[src/rtl/avalon_burst_arbiter.sv]
// rtl/avalon_burst_arbiter.sv - two-master Avalon-MM burst arbiter
// Grants the shared slave port for a whole transaction: every write beat, or one read command plus all its data beats.
module avalon_burst_arbiter #(
  parameter bit CPU_PRIORITY = 1'b1
) (
  input  logic        clk,
  input  logic        rst_n,
  input  logic [31:0] m0_address,
  input  logic [31:0] m0_writedata,
  input  logic [3:0]  m0_byteenable,
  input  logic [2:0]  m0_burstcount,
  input  logic        m0_write,
  input  logic        m0_read,
  output logic        m0_waitrequest,
  output logic        m0_readdatavalid,
  output logic [31:0] m0_readdata,
  input  logic [31:0] m1_address,
  input  logic [31:0] m1_writedata,
  input  logic [3:0]  m1_byteenable,
  input  logic [2:0]  m1_burstcount,
  input  logic        m1_write,
  input  logic        m1_read,
  output logic        m1_waitrequest,
  output logic        m1_readdatavalid,
  output logic [31:0] m1_readdata,
  output logic [31:0] s_address,
  output logic [31:0] s_writedata,
  output logic [3:0]  s_byteenable,
  output logic [2:0]  s_burstcount,
  output logic        s_write,
  output logic        s_read,
  input  logic        s_waitrequest,
  input  logic        s_readdatavalid,
  input  logic [31:0] s_readdata
);
  typedef enum logic [1:0] {IDLE = 2'd0, WRITE = 2'd1, READ = 2'd2} state_t;

  state_t     state;
  logic       owner;
  logic       last_owner;
  logic       cmd_done;
  logic [2:0] beat_cnt;
  logic [2:0] rd_len;

  logic       o_write;
  logic       o_read;
  logic [2:0] o_len;
  logic [2:0] cur_len;
  logic [2:0] beat_next;
  logic       req0;
  logic       req1;
  logic       gnt;
  logic       active;
  logic       wr_acc;
  logic       rd_acc;

  // A zero burstcount means a single beat; anything above 4 is clamped so beat_cnt cannot wrap.
  function automatic logic [2:0] eff_len(input logic [2:0] bc);
    if (bc == 3'd0) return 3'd1;
    if (bc > 3'd4) return 3'd4;
    return bc;
  endfunction

  assign o_write      = owner ? m1_write : m0_write;
  assign o_read       = owner ? m1_read : m0_read;
  assign s_address    = owner ? m1_address : m0_address;
  assign s_writedata  = owner ? m1_writedata : m0_writedata;
  assign s_byteenable = owner ? m1_byteenable : m0_byteenable;
  assign s_burstcount = owner ? m1_burstcount : m0_burstcount;

  assign active  = (state != IDLE);
  assign s_write = (state == WRITE) && o_write;
  assign s_read  = (state == READ) && o_read && !cmd_done;

  assign m0_waitrequest   = (active && !owner) ? s_waitrequest : 1'b1;
  assign m1_waitrequest   = (active && owner) ? s_waitrequest : 1'b1;
  assign m0_readdatavalid = (state == READ) && !owner && s_readdatavalid;
  assign m1_readdatavalid = (state == READ) && owner && s_readdatavalid;
  assign m0_readdata      = s_readdata;
  assign m1_readdata      = s_readdata;

  // On a tie m1 wins only in round-robin mode when m0 held the last grant.
  assign req0 = m0_write | m0_read;
  assign req1 = m1_write | m1_read;
  assign gnt  = req1 && (!req0 || (CPU_PRIORITY ? 1'b0 : !last_owner));

  assign wr_acc    = s_write && !s_waitrequest;
  assign rd_acc    = s_read && !s_waitrequest;
  assign o_len     = eff_len(s_burstcount);
  assign cur_len   = rd_acc ? o_len : rd_len;
  assign beat_next = (beat_cnt == 3'd4) ? beat_cnt : beat_cnt + 3'd1;

  always_ff @(posedge clk or negedge rst_n) begin
    if (!rst_n) begin
      state      <= IDLE;
      owner      <= 1'b0;
      last_owner <= 1'b1;
      beat_cnt   <= 3'd0;
      cmd_done   <= 1'b0;
      rd_len     <= 3'd1;
    end else begin
      case (state)
        IDLE: begin
          cmd_done <= 1'b0;
          if (req0 || req1) begin
            owner      <= gnt;
            last_owner <= gnt;
            beat_cnt   <= 3'd0;
            rd_len     <= eff_len(gnt ? m1_burstcount : m0_burstcount);
            state      <= (gnt ? m1_write : m0_write) ? WRITE : READ;
          end
        end
        WRITE: begin
          if (wr_acc) begin
            beat_cnt <= beat_next;
            if (beat_next == o_len) state <= IDLE;
          end
        end
        READ: begin
          if (rd_acc) begin
            cmd_done <= 1'b1;
            rd_len   <= o_len;
          end
          if (s_readdatavalid) begin
            beat_cnt <= beat_next;
            if (beat_next == cur_len) state <= IDLE;
          end
        end
        default: state <= IDLE;
      endcase
    end
  end
endmodule

[config.mk]
export PLATFORM = sky130hd
export DESIGN_NAME = avalon_burst_arbiter
export DESIGN_NICKNAME = d
export VERILOG_FILES = /design/src/rtl/avalon_burst_arbiter.sv
export SDC_FILE = /design/constraint.sdc
export NUM_CORES = 1
export LEC_CHECK = 0
export ABC_AREA = 1
export CAP_MARGIN = 25
export CORE_AREA = 2 2 124 126
export CTS_BUF_LIST = sky130_fd_sc_hd__clkbuf_16
export CTS_CLUSTER_SIZE = 10
export DETAILED_ROUTE_END_ITERATION = 7
export DIE_AREA = 0 0 126 128
export PLACE_DENSITY = 0.54
export SKIP_CTS_REPAIR_TIMING = 1
export SLEW_MARGIN = 10
export SYNTH_ARGS = -nofsm -noshare
export SYNTH_HDL_FRONTEND = slang
export SYNTH_SLANG_ARGS = --single-unit
[constraint.sdc]
create_clock -name clk -period 3 [get_ports clk]
set_clock_uncertainty 0.15 [all_clocks]
set_input_delay 0.3 -clock clk [delete_from_list [all_inputs] [get_ports clk]]
set_output_delay 0.3 -clock clk [all_outputs]
set_load 0.01 [all_outputs]
==> Word-level counts from Yosys, hierarchy flattened <==
Index checks and enable logic that the tools add are counted.
{ "totals": {"inputBits": 182, "ff_bits": 10, "out_inout_bits": 141, "word_cells": 94} }
{ "op_classes": {"reduce_logical": 28, "order_cmp": 2, "n_eq_ne": 11, "muxes": 45, "bitwise_logic": 2, "add_sub_neg": 1} }
{ "op_table": {"columns": ["operator", "n"], "rows": [
  ["32-bit two-way mux", 2],
  ["3-bit two-way mux", 16],
  ["1-bit two-way mux", 16],
  ["1-bit logical AND", 12],
  ["2-bit two-way mux", 6],
  ["3-bit case mux with 3 select lines", 1],
  ["2-bit != test, second input constant", 4],
  ["3-bit == test", 2],
  ["3-bit > comparator, second input constant", 2],
  ["3-bit zero test", 2],
  ["2-bit case mux with 3 select lines", 1],
  ["3-bit case mux with 2 select lines", 1],
  ["2-bit AND reduction", 3],
  ["5-bit AND reduction", 1],
  ["1-bit zero test", 4],
  ["4-bit two-way mux", 1],
  ["2-bit by 1-bit != test with 1-bit output, second input constant", 2],
  ["4-bit AND reduction", 1],
  ["2-bit nonzero test", 2],
  ["3-bit by 1-bit adder with 3-bit output, second input constant", 1],
  ["3-bit == test, second input constant", 1],
  ["3-bit nonzero test", 1],
  ["2-bit by 1-bit == test with 1-bit output, second input constant", 1],
  ["2-bit == test, second input constant", 1],
  ["other kinds (4)", 5]
]} }

==> Longest topological paths before layout <==
Gate-level depths: netlist of the first run.
{ "logic_depth": {"ltp_word": 15, "depth_mapped": 15, "ltp_nobuf": 15} }

==> Least setup slack after synthesis of the first run <==
Ideal clock, no wire load.
{ "synth_path": {"path_kind": "register -> register", "from": "reg state[0]", "to": "reg state[0]", "synth_period_minus_slack_ps": 1852, "required_ps": 2733, "setup_slack_ps": 1148, "path_buffers": 0, "t_arrival_ps": 1585, "stages_incl_launch_ff": 16, "setup_ps": 117, "cell_sequence": "dfrtp_1 inv_1 ha_1 nand3_1 nand2_2 nand3_2 nand2_1 nand2_1 nand2_1 nand2_1 inv_1 nand3_2 nand2_2 nand2_1 nand2_1 nand2_1"} }
{ "synth_via": {"elab_chain_cells": 8, "word_cells_on_any_way": 17, "classes_between": "eq/ne (8); mux (2); reduce/logical (7)"} }
{ "synth_lines": {"columns": ["item", "line_no", "source"], "rows": [
  ["start: declaration", "38", "state_t state;"],
  ["start signal: assignment", "110", "state <= (gnt ? m1_write : m0_write) ? WRITE : READ;"],
  ["2-bit == test", "73, 102", null],
  ["1-bit logical AND (2 in a row)", "73", "assign s_read = (state == READ) && o_read && !cmd_done;"],
  ["1-bit logical AND", "88", "assign rd_acc = s_read && !s_waitrequest;"],
  ["3-bit two-way mux", null, null],
  ["3-bit == test", "126", "if (beat_next == cur_len) state <= IDLE;"],
  ["2-bit by 1-bit != test with 1-bit output (no line)", null, null],
  ["5-bit AND reduction (no line)", null, null]
]} }
Several ways; a longest one is shown, not always the timed one.
A chain may end at the register's enable or synchronous reset.

==> Worst setup path in the final report of the first run <==
{ "layout_path": {"from": "reg owner", "to": "out s_read"} }
{ "layout_via": {"elab_chain_cells": 3} }
{ "layout_lines": {"columns": ["item", "line_no", "source"], "rows": [
  ["start: declaration", "39", "logic owner;"],
  ["start signal: assignment", "106", "owner <= gnt;"],
  ["1-bit two-way mux", "65", "assign o_read = owner ? m1_read : m0_read;"],
  ["1-bit logical AND (2 in a row)", "73", null],
  ["end: declaration", "31", "output logic s_read,"]
]} }
No other way between the ends.

==> results of run 1 <==
cell usage after synthesis:
master	n
o21ai_0	11
a21oi_1	4
nor3_1	2
o21ai_1	2
xor2_1	4
dfstp_2	1
a21oi_2	2
inv_1	29
nand3_2	2
inv_2	2
nand2_1	249
buf_4	65
ha_1	6
dfrtp_1	9
buf_6	1
nor2_1	7
nand2_2	5
clkbuf_1	14
nand3_1	17
nor2_2	2
nand4_1	2
o211ai_2	1
o211ai_1	2
worst register-to-register path: cells and delay by family (launching register included):
| kind | cells | cell delay [ns] |
|---|---|---|
| XOR/XNOR | 1 | 0.15 |
| flip-flops | 1 | 0.55 |
| AND/OR/NAND/NOR | 8 | 0.72 |
| AO/OA/AOI/OAI | 1 | 0.20 |
| buffers and inverters | 1 | 0.31 |
power groups by stage:
stage,Combinational (uW),Clock (uW),Sequential (uW)
2_1_floorplan,1170,0,229
3_3_place_gp,2170,0,257
3_5_place_dp,2160,0,259
4_1_cts,2170,244,258
5_1_grt,2360,253,265
6_report,2140,237,256
logic make-up after synthesis:
logic type	Yosys count	synth area share [%]
AO/OA/AOI/OAI	22	5.68
buffers and inverters	111	29.1
XOR/XNOR	4	1.53
adder cells (fa/ha/maj)	6	3.28
AND/OR/NAND/NOR	286	49.4
flip-flops	10	11.0
path summary, 6_finish.rpt:
kind / startpoint / end / slack [ns] / depth (start not counted)
max in group asynchronous: rst_n / owner$_DFFE_PN0P_ / 2.05 / 1
max reg2reg: owner$_DFFE_PN0P_ / state[1]$_DFFE_PN0P_ / 0.81 / 11
min reg2reg: cmd_done$_DFFE_PN0P_ / cmd_done$_DFFE_PN0P_ / 0.36 / 2
min in group clk: cmd_done$_DFFE_PN0P_ / cmd_done$_DFFE_PN0P_ / 0.36 / 2
max: owner$_DFFE_PN0P_ / s_read / 0.53 / 7
min: rst_n / beat_cnt[2]$_DFFE_PN0P_ / 0.27 / 1
per-layer routing:
layer  GRT usage (%)  routed length [um]  part of all wire (%)  vias up
met5               0                   0                     0        -
met4            1.75                 124                   1.1        0
met3            5.22                 989                   9.1        8
met2            22.3                5400                    50      165
met1            14.8                4360                    40     1208
li1                -                   -                     -     1574
through the flow:
stage | cell area (um2) | hold slack, ns | cells | power [uW]
6_report | 4360 | 0.269 | 781 | 2630
2_1_floorplan | 2290 | -0.146 | 439 | 1400
3_5_place_dp | 4280 | 0.345 | 777 | 2420
5_1_grt | 4360 | 0.310 | 781 | 2880
3_3_place_gp | 4280 | 0.343 | 777 | 2430
4_1_cts | 4360 | 0.295 | 781 | 2680
layout make-up:
type / instances / area (um2)
clock inverters: 1 / 3.75
clock buffers: 3 / 75.1
fillers: 1657 / 10500
flip-flops and latches: 10 / 253
repair buffers: 230 / 2300
well taps: 188 / 235
multi-input cells: 318 / 1370
inverters: 31 / 116
flip-flops by register name (all words and copies together), names as in the netlist:
register and cells:
beat_cnt 3, cmd_done 1, owner 1, rd_len 3
state 2
cells in the final DEF (no fill, tap or decap):
cell type / count
nand2_1: 249
clkdlybuf4s50_1: 226
inv_1: 30
nand3_1: 17
o21ai_0: 11
dfrtp_1: 8
nor2_1: 7
ha_1: 6
nand2_2: 5
xor2_1: 4
a21oi_1: 4
clkbuf_16: 3
buf_4: 3
inv_2: 2
o21ai_1: 2
a21oi_2: 2
nor3_1: 2
nand3_2: 2
nand4_1: 2
o211ai_1: 2
nor2_2: 2
o211ai_2: 1
dfrtp_2: 1
buf_12: 1
dfstp_2: 1
==> run summary, run 1 <==
Slew headroom -> 64.6%
IO Pins -> 323
Setup violators final -> 0
Reg clk slew, reported paths -> 0.04 ns
Die area -> 16100 um2
Pre-antenna DRT Iters -> 4
Min cycle time layout -> 2.47 ns
Hold/Removal Path Class -> in2async
Post-placement worst setup slack -> 0.728 ns
Area leader, netlist -> nand2_1
Placed wire-length estimate -> 9340 um
Synth Net Count -> 627
DR WL/cell -> 13.9 um
Synthesized cell area -> 2290 um2
CTS tree -> done
Antenna Cells -> 0
Setup TNS -> 0 ns
CP max FO -> 47
Synth area leaders -> nand2_1 (41%), buf_4 (21%), dfrtp_1 (9.8%)
Worst skew pair latency -> 0.23 ns
Cells along the critical path -> inv_2 -> buf_12 -> nand3_1 -> nand2_2 -> nand2_1 -> inv_1 -> clkdlybuf4s50_1
NetSw -> 1220 uW
Required @ worst endpoint -> 2.55 ns
Largest net degree at the start of global routing -> 48
Die Wd -> 126 um
Hold Fails Final Rpt -> 0
Die span in y -> 128 um
Iter 0 DRT Violations -> 89
Grt total ovfl -> 0
Worst setup EP type -> output port
Cell Pwr Density -> 603 nW/um2
Yosys top cell area share -> 40.8%
Cell Int Power -> 1410 uW
Via-to-Cell Ratio -> 3.78
Share of cells above drive strength 1 -> 3.88%
Register area share after synthesis -> 11.0%
Fin util -> 29.3%
CTS buffer count -> 3
Placer Congestion -> 0.817
Cell count after synthesis -> 439
Outcome -> complete, no violations
Maximum clock rate -> 405 MHz
YS warnings -> 0
Buffers & Inverters on Critical Path -> 4
First-pass GRT wire length -> 16300 um
Vias in the first global route -> 2949
Largest vdd supply drop -> 0.000240 V
Combinational Power Share -> 81.2%
Drt total wl -> 10900 um
Pleak -> 0.00207 uW
Crit start category -> flip-flop
Net Sw Frac -> 46.5%
Nets@finish -> 782
Final worst-path cycle share -> 82.3%
MaxCap Viol Count -> 0
Clk network pwr share -> 9.0%
PortBufs -> 226
Clock buffer depth -> 2
Slew @ Worst Pin -> 0.529 ns
Core area -> 14900 um2
Unrepaired setup endpoints after global routing -> no
Antenna violations before repair -> 0
Root buffer cell -> clkbuf_16
DRT antenna net count -> 0
Critical path type -> reg2out
Cell row count -> 45
Via count -> 2955
Slowest-stage cell, CP -> clkdlybuf4s50_1
Cell family with most CP delay -> buffers and inverters
Initial Util -> 15.4%
Arr. time, crit path -> 2.02 ns
TritonCTS Sinks -> 10
CP max stage delay -> 0.53 ns
Sequential share of power -> 9.7%
H-Tree Depth -> 1
# DRC -> 0
Final max-slew violation count -> 0
Area Overhead vs Synth -> 90.2%
Final WS setup -> 0.530 ns
Synth cell types -> 23
Register bit total from synthesis -> 10
GR Util All Layers -> 12.7%
Syn Area/Cell -> 5.22 um2
Note: power is estimated with default switching activity, not from simulation.
==> run 2: changes to the inputs <==
--- a/config.mk
+++ b/config.mk
@@ -7,12 +7,12 @@
 export LEC_CHECK = 0
 export ABC_AREA = 1
 export CAP_MARGIN = 25
-export CORE_AREA = 2 2 124 126
+export CORE_AREA = 2 2 125 127
 export CTS_BUF_LIST = sky130_fd_sc_hd__clkbuf_16
 export CTS_CLUSTER_SIZE = 10
 export DETAILED_ROUTE_END_ITERATION = 7
-export DIE_AREA = 0 0 126 128
-export PLACE_DENSITY = 0.54
+export DIE_AREA = 0 0 127 129
+export PLACE_DENSITY = 0.56
 export SKIP_CTS_REPAIR_TIMING = 1
 export SLEW_MARGIN = 10
 export SYNTH_ARGS = -nofsm -noshare
==> constraint.sdc (replaced) <==
create_clock -name clk -period 2.1 [get_ports clk]
set_clock_uncertainty 0.15 [all_clocks]
set_input_delay 0.21 -clock clk [delete_from_list [all_inputs] [get_ports clk]]
set_output_delay 0.21 -clock clk [all_outputs]
set_load 0.01 [all_outputs]
==> run summary, run 2 (same netlist as run 1, synthesis figures left out) <==
Die span in y -> 129 um (+0.78%)
Via-to-Cell Ratio -> 3.98 (+5.3%)
Placed wire-length estimate -> 9400 um (+0.68%)
Maximum clock rate -> 471 MHz
Final max-slew violation count -> 0 (unchanged)
Design Area, Final -> 4770 um2 (+9.4%)
Pre-antenna DRT Iters -> 4 (unchanged)
Post-placement worst setup slack -> 0.0409 ns (-0.687 ns)
Die area -> 16400 um2 (+1.6%)
Fin util -> 31.8% (+2.5 points)
CP max FO -> 12 (-74%)
TritonCTS Sinks -> 10 (unchanged)
Hold Fails Final Rpt -> 0 (unchanged)
First-pass GRT wire length -> 16000 um (-1.3%)
MaxCap Viol Count -> 0 (unchanged)
Worst setup EP type -> output port
Final Non-Filler Cells -> 794 (+1.7%)
Multi-input logic area -> 1420 um2 (+3.1%)
Slew headroom -> 65.3% (+0.74 points)
Cells along the critical path -> buf_4 -> clkbuf_16 -> nand2_1 -> nand2_1 -> clkdlybuf4s50_1
Largest net degree at the start of global routing -> 50 (+4.2%)
Placer Congestion -> 0.869 (+6.3%)
Cell Int Power -> 2180 uW (+55%)
Commonest cells after routing, fill and taps aside -> nand2_1 (248), clkdlybuf4s50_1 (161), dlymetal6s2s_1 (65)
Grt total ovfl -> 0 (unchanged)
DRT antenna net count -> 0 (unchanged)
Antenna violations before repair -> 0 (unchanged)
Largest vdd supply drop -> 0.000369 V (+54%)
Hold/Removal Path Class -> in2async
Placed Instances -> 785 (+1.0%)
Biggest regs -> beat_cnt x3, rd_len x3, state x2
CTS buffer count -> 3 (unchanged)
H-Tree Depth -> 1 (unchanged)
Clk network pwr share -> 8.5% (-0.5 points)
Sequential share of power -> 9.0% (-0.7 points)
Cell Pwr Density -> 857 nW/um2 (+42%)
Iter 0 DRT Violations -> 140 (+57%)
Most used cell, CP -> nand2_1
Nets@finish -> 795 (+1.7%)
Final WS setup -> -0.0219 ns (-0.552 ns)
CTS tree -> done
Failing checks -> setup timing
Critical path type -> reg2out
Required @ worst endpoint -> 1.74 ns (-0.81 ns)
Share of cells above drive strength 1 -> 6.93% (+3.1 points)
# DRC -> 0 (unchanged)
Slowest-stage cell, CP -> clkdlybuf4s50_1
Initial Util -> 15.3% (-0.12 points)
Antenna Cells -> 0 (unchanged)
Vias in the first global route -> 2964 (+0.51%)
PortBufs -> 226 (unchanged)
DR WL/cell -> 15.1 um (+8.7%)
Layout fillers -> 1623 (-2.1%)
CP max stage delay -> 0.52 ns (about the same)
Most common cell after layout, fill and taps aside -> nand2_1
Min cycle time layout -> 2.12 ns
Die Wd -> 127 um (+0.79%)
FF+latch area -> 253 um2 (unchanged)
Combinational Power Share -> 82.5% (+1.3 points)
Slew @ Worst Pin -> 0.518 ns (-0.0111 ns)
Final worst-path cycle share -> 101%
Via count -> 3163 (+7.0%)
Drt total wl -> 12000 um (+10%)
Area Overhead vs Synth -> 108%
NetSw -> 1900 uW (+55%)
GR Util All Layers -> 12.4% (-0.27 points)
Unrepaired setup endpoints after global routing -> yes
Core area -> 15000 um2 (+0.76%)
IO Pins -> 323 (unchanged)
Arr. time, crit path -> 1.76 ns (-0.26 ns)
Net Sw Frac -> 46.5% (about the same)
Crit start category -> flip-flop
Setup violators final -> 6 (+6)
Cell row count -> 45 (unchanged)
Clock buffer depth -> 2 (unchanged)
Outcome -> finished, violations left
Pleak -> 0.00284 uW (+37%)
Worst skew pair latency -> 0.24 ns (about the same)
Root buffer cell -> clkbuf_16
Reg clk slew, reported paths -> 0.04 ns (about the same)
DP Area -> 4370 um2 (+2.0%)
## run 2: worst max-delay path: cells and delay by family (launching register included)
family / cells / cell delay, ns
flops: 1 / 0.50
simple gates: 2 / 0.15
buf+inv: 3 / 0.86
## run 2: cell type report
cell class / count / area share, %
timing repair buffer: 243 / 55.8
clock buffer: 3 / 1.57
inverter: 31 / 2.60
clock inverter: 1 / 0.0787
sequential: 10 / 5.30
tap: 188 / 4.93
multi-input combinational: 318 / 29.7
## run 2: worst paths after layout
check / from / end / slack (ns) / cells after the start
hold reg to reg: rd_len[0]$_DFFE_PN1P_ / rd_len[0]$_DFFE_PN1P_ / 0.39 / 2
min in group clk: s_readdata[5] / m1_readdata[5] / 0.27 / 0
setup / recovery: owner$_DFFE_PN0P_ / s_address[5] / -0.02 / 5
hold / removal: rst_n / beat_cnt[0]$_DFFE_PN0P_ / 0.17 / 1
setup reg to reg: owner$_DFFE_PN0P_ / state[0]$_DFFE_PN0P_ / 0.07 / 11
max in group asynchronous: rst_n / owner$_DFFE_PN0P_ / 1.26 / 1
## run 2: through the flow
stage	TNS [ns]	hold slack, ns	power [uW]
after global placement	0	0.270	3580
final	-0.0697	0.167	4090
after floorplan	0	-0.236	2000
after detailed placement	0	0.270	3580
after CTS	-5.65	0.195	3950
after global routing	-0.600	0.228	4420
## run 2: power groups by stage
stage / Clock, uW / Sequential (uW) / Combinational [uW]
final: 348 / 367 / 3370
after global routing: 358 / 377 / 3690
after detailed placement: 0 / 344 / 3240
after CTS: 353 / 343 / 3260
after global placement: 0 / 343 / 3240
after floorplan: 0 / 328 / 1680
## run 2: layer usage
metal | up-vias | GRT usage (%) | share of wire [%]
met5 | - | 0 | 0
met4 | 0 | 2.26 | 1.9
met3 | 26 | 4.12 | 9.2
met2 | 208 | 23.7 | 51
met1 | 1330 | 13.5 | 38
li1 | 1599 | - | -
